**src/rtl/muldiv_ctrl.sv**
```systemverilog
// Iterative HI/LO multiply/divide unit: one radix-2 step per cycle for
// MULT/MULTU/DIV/DIVU, single-cycle MTHI/MTLO writes, and flush/reset abort.
`ifndef WORD_WIDTH
`define WORD_WIDTH 32
`endif

module muldiv_ctrl #(
  parameter int W = `WORD_WIDTH
) (
  input  logic         clk,
  input  logic         rst_n,
  input  logic         start,
  input  logic [2:0]   md_op,
  input  logic [W-1:0] op1,
  input  logic [W-1:0] op2,
  input  logic         flush,
  output logic         busy,
  output logic         done,
  output logic [W-1:0] hi,
  output logic [W-1:0] lo
);

  typedef enum logic [1:0] {IDLE, CALC, FIN} state_t;

  localparam logic [2:0] OP_MULT  = 3'd1;
  localparam logic [2:0] OP_MULTU = 3'd2;
  localparam logic [2:0] OP_DIV   = 3'd3;
  localparam logic [2:0] OP_DIVU  = 3'd4;
  localparam logic [2:0] OP_MTHI  = 3'd5;
  localparam logic [2:0] OP_MTLO  = 3'd6;
  localparam int         CW       = $clog2(W) + 1;

  state_t         state, state_next;
  logic [CW-1:0]  cnt;
  logic [2:0]     op_q;
  logic [W-1:0]   op1_q;
  logic [W-1:0]   opb_q;
  logic [2*W:0]   acc;
  logic           neg_res, neg_rem, div_zero;

  logic           start_md, start_mt, in_signed, is_mul_q;
  logic [W-1:0]   mag1, mag2;
  logic [W:0]     mul_sum, div_upper;
  logic [2*W:0]   div_shift, mul_step, div_step;
  logic [2*W-1:0] prod_s;
  logic [W-1:0]   res_hi, res_lo;

  assign busy      = (state != IDLE);
  assign start_md  = (state == IDLE) && start && !flush &&
                     (md_op >= OP_MULT) && (md_op <= OP_DIVU);
  assign start_mt  = (state == IDLE) && start && !flush;
  assign in_signed = (md_op == OP_MULT) || (md_op == OP_DIV);
  assign mag1      = (in_signed && op1[W-1]) ? -op1 : op1;
  assign mag2      = (in_signed && op2[W-1]) ? -op2 : op2;
  assign is_mul_q  = (op_q == OP_MULT) || (op_q == OP_MULTU);

  // Both algorithms run on magnitudes: acc low half starts as the multiplier
  // or dividend, opb_q holds the multiplicand or divisor.
  assign mul_sum   = acc[2*W:W] + {1'b0, (acc[0] ? opb_q : {W{1'b0}})};
  assign mul_step  = {1'b0, mul_sum, acc[W-1:1]};
  assign div_shift = {acc[2*W-1:0], 1'b0};
  assign div_upper = div_shift[2*W:W];
  assign div_step  = (div_upper >= {1'b0, opb_q})
                   ? {div_upper - {1'b0, opb_q}, div_shift[W-1:1], 1'b1}
                   : div_shift;
  assign prod_s    = neg_res ? -acc[2*W-1:0] : acc[2*W-1:0];

  // NOTE: every always_comb output gets a default first so no latch is inferred.
  always_comb begin
    state_next = state;
    unique case (state)
      IDLE:    if (start_md) state_next = CALC;
      CALC:    if (cnt == CW'(W - 1)) state_next = FIN;
      FIN:     state_next = IDLE;
      default: state_next = IDLE;
    endcase
    if (flush) state_next = IDLE;
  end

  always_comb begin
    res_hi = prod_s[2*W-1:W];
    res_lo = prod_s[W-1:0];
    if (!is_mul_q) begin
      if (div_zero) begin
        res_hi = op1_q;
        res_lo = {W{1'b1}};
      end else begin
        res_hi = neg_rem ? -acc[2*W-1:W] : acc[2*W-1:W];
        res_lo = neg_res ? -acc[W-1:0]   : acc[W-1:0];
      end
    end
  end

  // NOTE: sequential state uses non-blocking assignments so every register
  // samples pre-edge values regardless of process ordering.
  always_ff @(posedge clk) begin
    if (!rst_n) state <= IDLE;
    else        state <= state_next;
  end

  // NOTE: operand/counter registers are reset too, so a post-reset state
  // never depends on a discarded operation.
  always_ff @(posedge clk) begin
    if (!rst_n) begin
      cnt      <= '0;
      op_q     <= '0;
      op1_q    <= '0;
      opb_q    <= '0;
      acc      <= '0;
      neg_res  <= 1'b0;
      neg_rem  <= 1'b0;
      div_zero <= 1'b0;
    end else if (start_md) begin
      cnt      <= '0;
      op_q     <= md_op;
      op1_q    <= op1;
      opb_q    <= mag2;
      acc      <= {{(W+1){1'b0}}, mag1};
      neg_res  <= in_signed && (op1[W-1] ^ op2[W-1]);
      neg_rem  <= in_signed && op1[W-1];
      div_zero <= (op2 == '0);
    end else if (state == CALC) begin
      cnt <= cnt + 1'b1;
      acc <= is_mul_q ? mul_step : div_step;
    end
  end

  always_ff @(posedge clk) begin
    if (!rst_n) begin
      hi   <= '0;
      lo   <= '0;
      done <= 1'b0;
    end else begin
      done <= 1'b0;
      if (state == FIN && !flush) begin
        hi   <= res_hi;
        lo   <= res_lo;
        done <= 1'b1;
      end else if (start_mt && md_op == OP_MTHI) begin
        hi <= op1;
      end else if (start_mt && md_op == OP_MTLO) begin
        lo <= op1;
      end
    end
  end

endmodule
```
**config.mk**
```make
export PLATFORM = sky130hd
export DESIGN_NAME = muldiv_ctrl
export DESIGN_NICKNAME = d
export VERILOG_FILES = /design/src/rtl/muldiv_ctrl.sv
export SDC_FILE = /design/constraint.sdc
export NUM_CORES = 1
export LEC_CHECK = 0
export ABC_AREA = 1
export BUFFER_PORTS_ARGS = -buffer_cell sky130_fd_sc_hd__buf_2
export CAP_MARGIN = 20
export CORE_MARGIN = 10
export CORE_UTILIZATION = 39
export CTS_CLUSTER_DIAMETER = 200
export DETAILED_ROUTE_END_ITERATION = 6
export PLACE_DENSITY_LB_ADDON = 0.1
export SYNTH_ARGS = -nofsm -noshare
export SYNTH_HDL_FRONTEND = slang
export SYNTH_SLANG_ARGS = --single-unit
```
**constraint.sdc**
```tcl
create_clock -name clk -period 2.5 [get_ports clk]
set_input_delay 0.25 -clock clk [delete_from_list [all_inputs] [get_ports clk]]
set_output_delay 0.25 -clock clk [all_outputs]
set_load 0.02 [all_outputs]
```
==> results.cfg <==
[floorplan]
core.rowCount = 81
overall_die_width_um = 243
core_area_um2 = 49100
i_o_pin_count = 137
initial_core_util = 0.396
design.die.area_um2 = 59100
die_extent_in_y_um = 243

[timing]
finalHoldViolCount = 0
setup_viol = 1
worst_margin_slew_ps = 792
final_max_slew_viol_count = 0
fin_tns_setup_ps = -87.9
clock-skew-final_ps = 21.3
timing.max_slew.rel_slack = 0.471
grt_setup_unrepaired = yes
final_min_period_over_clock_period = 1.04
fmaxAchievable_mhz = 386
finalHoldWorstSlack_ps = 7.63
period_needed_ps = 2590
setup_ws_ps = -87.9

[global_route]
grt_util_all_layers = 0.327
largest_net_degree_at_the_start_of_global_routing = 124
globalRouteOverflowTotal = 0
grt_pass1_vias = 23500
grt_first_pass_wirelength_um = 149000
antenna_found_initial = 2

[yosys]
seq_area_frac_synth = 0.214
async_reset_ff_frac = 0
postSynth.topFlopCell = sky130_fd_sc_hd__dfxtp_1
synthesis.nets = 3611
post_synth_edffs = 0
post_synth_num_cell_types = 62
syn_area_per_cell_um2 = 5.60
synth_cells = 3469
synthesized_flop_and_latch_total = 208
synth_warnings = 0
post_synth_instance_area_um2 = 19400

[setup_path]
critPathMaxFanout = 5
cp_data_arrival_time_ps = 3060
worst-endpoint-required_ps = 2970
worst_setup_path_start_kind = primary input
critical_path.endpoint_type = register
timing.setup.critical_path_class = in2reg

[min_path]
min_path_type = in2reg

[drt]
first_iter_violations = 3043
final_antenna_net_count = 0
num_vias = 25300
dr.pass1.iters = 6
routed_wire_length_per_instance_um = 22.3
drt_drc_violations_left = 0
postRouteWirelength_um = 102000
vias_per_cell = 5.53

[cts]
clock-sinks = 208
cts_tree = done
clk_latency_worst_skew_pair_ps = 600
number_of_h_tree_levels = 1
numCtsBuffers = 27
clock_transition_at_the_register_clock_pins_on_the_worst_setup_and_hold_paths_after_cts_ps = 60
clock-root-buffer = sky130_fd_sc_hd__clkbuf_16
clock_path_buffers = 3

[cells_and_area]
areaGrowthSynthToFinish_pct = 33.3
antenna-diode-count = 0
final_core_utilization = 0.528
design.final.nets = 4042
drive_gt1_frac = 0.237

[run]
max_cap_violations = 0

[placement]
port_buffers = 136
hpwl_um = 80700
placement.setup.worst_slack_ps = -291
gpl.final_weighted_congestion = 1.04

[pwr]
p_per_area_nw_per_um2 = 478
ir_worst_vdd_uv = 509
total_leakage_power_nw = 13.2
fin_total_pwr_mw = 12.4

[outcome]
failed_checks = setup timing
run_status = finished with violations
[state kept, by name, summed over array words and instances (netlist names)]
name      flops
acc          65
hi           32
lo           32
op1_q        32
opb_q        32
cnt           6
op_q          3
state         2
div_zero      1
done          1
neg_rem       1
neg_res       1
[layout make-up]
cell class	count	area, um^2
clock buffer	34	722
clock inverter	14	128
fill	5302	23200
inverter	481	1810
multi-input combinational	2642	14200
sequential	208	4190
tap	664	831
timing repair buffer	540	4030
[layout by cell type, fill, tap and decap left out, drive strengths merged, types with 3 or more instances in the layout]
master	n
nand3	235
clkbuf	36
dlygate4sd3	17
a31oi	32
buf	521
or2	10
nor3	38
o21bai	8
clkinv	9
nand4	45
a21oi	214
nand3b	22
a21o	3
ha	69
and2	3
xnor2	10
o221ai	8
nor4	6
o41ai	3
a211oi	14
nor2	388
o22ai	12
inv	484
dfxtp	208
nor3b	3
nand2	1106
o31ai	11
xor2	54
o21ai	301
o211ai	28
[what timing repair did]
item / CTS / global route
cloned: 1 / 2
hold buffers: 17 / 0
pin swaps: 4 / 50
resized for setup: 65 / 268
endpoints found under the setup margin: 22 / 63
hold endpoints to repair: 18 / 0
setup buffers: 3 / 9
[cells by family (layout without fill, tap and decap cells)]
family | Yosys count | count (layout) | synth area share
flops | 208 | 208 | 0.214
simple gates | 1857 | 1857 | 0.400
buf+inv | 619 | 1069 | 0.125
compound gates | 650 | 650 | 0.185
fa+ha+maj | 71 | 71 | 0.0465
xor+xnor | 64 | 64 | 0.0289
[per-stage QoR]
stage	area, um^2	cells
2_1_floorplan	19400	3469
5_1_grt	25900	4583
4_1_cts	24700	4572
3_3_place_gp	23300	4503
6_report	25900	4583
3_5_place_dp	23300	4503
[metal layers]
metal	vias to the layer above	global-route usage	wire length (um)
met3	172	0.0673	10600
met2	1210	0.485	42900
met4	4	0.0799	3030
li1	12000	-	-
met1	11900	0.470	45500
met5	-	0	24
[final timing paths]
kind | startpoint | endpoint | slack (ps) | depth (start not counted)
hold reg to reg | op1_q[29]$_SDFFE_PN0P_ | op1_q[29]$_SDFFE_PN0P_ | 470 | 2
setup reg to reg | acc[0]$_SDFFE_PN0P_ | acc[60]$_SDFFE_PP0P_ | 30 | 18
hold / removal | op1[3] | op1_q[3]$_SDFFE_PN0P_ | 8 | 3
setup / recovery | op1[14] | acc[31]$_SDFFE_PN0P_ | -90 | 12
[critical path: stages]
cell,delay [ps]
sky130_fd_sc_hd__dlygate4sd3_1,540
sky130_fd_sc_hd__buf_2,160
sky130_fd_sc_hd__nor2_1,200
sky130_fd_sc_hd__nand3_1,150
sky130_fd_sc_hd__nor2_1,240
sky130_fd_sc_hd__nand3_1,280
sky130_fd_sc_hd__or2_4,330
sky130_fd_sc_hd__nor2_4,100
sky130_fd_sc_hd__nand2_1,130
sky130_fd_sc_hd__o21ai_1,260
sky130_fd_sc_hd__nand2_1,100
sky130_fd_sc_hd__a21oi_1,290
[report_power, final]
group	switching (mW)	total [mW]	internal, mW	leakage [nW]
Clock	1.78	3.95	2.17	0.422
Combinational	3.08	4.85	1.78	11.1
Sequential	0.123	3.57	3.45	1.70
Total	4.98	12.4	7.39	13.2
[cells in the mapped netlist, types with 4 or more instances]
| master | number | area [um^2] |
|---|---|---|
| sky130_fd_sc_hd__nand2_1 | 1097 | 4120 |
| sky130_fd_sc_hd__inv_1 | 459 | 1720 |
| sky130_fd_sc_hd__nor2_1 | 362 | 1360 |
| sky130_fd_sc_hd__o21ai_0 | 264 | 1320 |
| sky130_fd_sc_hd__nand3_1 | 232 | 1160 |
| sky130_fd_sc_hd__a21oi_1 | 211 | 1060 |
| sky130_fd_sc_hd__dfxtp_1 | 208 | 4160 |
| sky130_fd_sc_hd__clkbuf_1 | 74 | 278 |
| sky130_fd_sc_hd__ha_1 | 69 | 863 |
| sky130_fd_sc_hd__xor2_1 | 54 | 473 |
| sky130_fd_sc_hd__nand4_1 | 44 | 275 |
| sky130_fd_sc_hd__buf_2 | 41 | 205 |
| sky130_fd_sc_hd__nor3_1 | 35 | 175 |
| sky130_fd_sc_hd__o21ai_1 | 33 | 165 |
| sky130_fd_sc_hd__a31oi_1 | 32 | 200 |
| sky130_fd_sc_hd__o211ai_1 | 28 | 210 |
| sky130_fd_sc_hd__nand3b_1 | 22 | 165 |
| sky130_fd_sc_hd__inv_2 | 21 | 78.8 |
| sky130_fd_sc_hd__nor2_2 | 21 | 131 |
| sky130_fd_sc_hd__a211oi_1 | 14 | 105 |
| sky130_fd_sc_hd__buf_1 | 13 | 48.8 |
| sky130_fd_sc_hd__o22ai_1 | 12 | 75.1 |
| sky130_fd_sc_hd__o31ai_1 | 11 | 82.6 |
| sky130_fd_sc_hd__xnor2_1 | 10 | 87.6 |
| sky130_fd_sc_hd__o21bai_1 | 8 | 60.1 |
| sky130_fd_sc_hd__o221ai_1 | 8 | 70.1 |
| sky130_fd_sc_hd__nand2_2 | 7 | 43.8 |
| sky130_fd_sc_hd__or2_2 | 7 | 43.8 |
| sky130_fd_sc_hd__buf_4 | 5 | 37.5 |
| sky130_fd_sc_hd__nor4_1 | 5 | 31.3 |
| sky130_fd_sc_hd__buf_6 | 4 | 45.0 |
| sky130_fd_sc_hd__nor2_4 | 4 | 45.0 |
| sky130_fd_sc_hd__o21ai_2 | 4 | 35.0 |
Note: power is estimated with default switching activity, not from simulation.
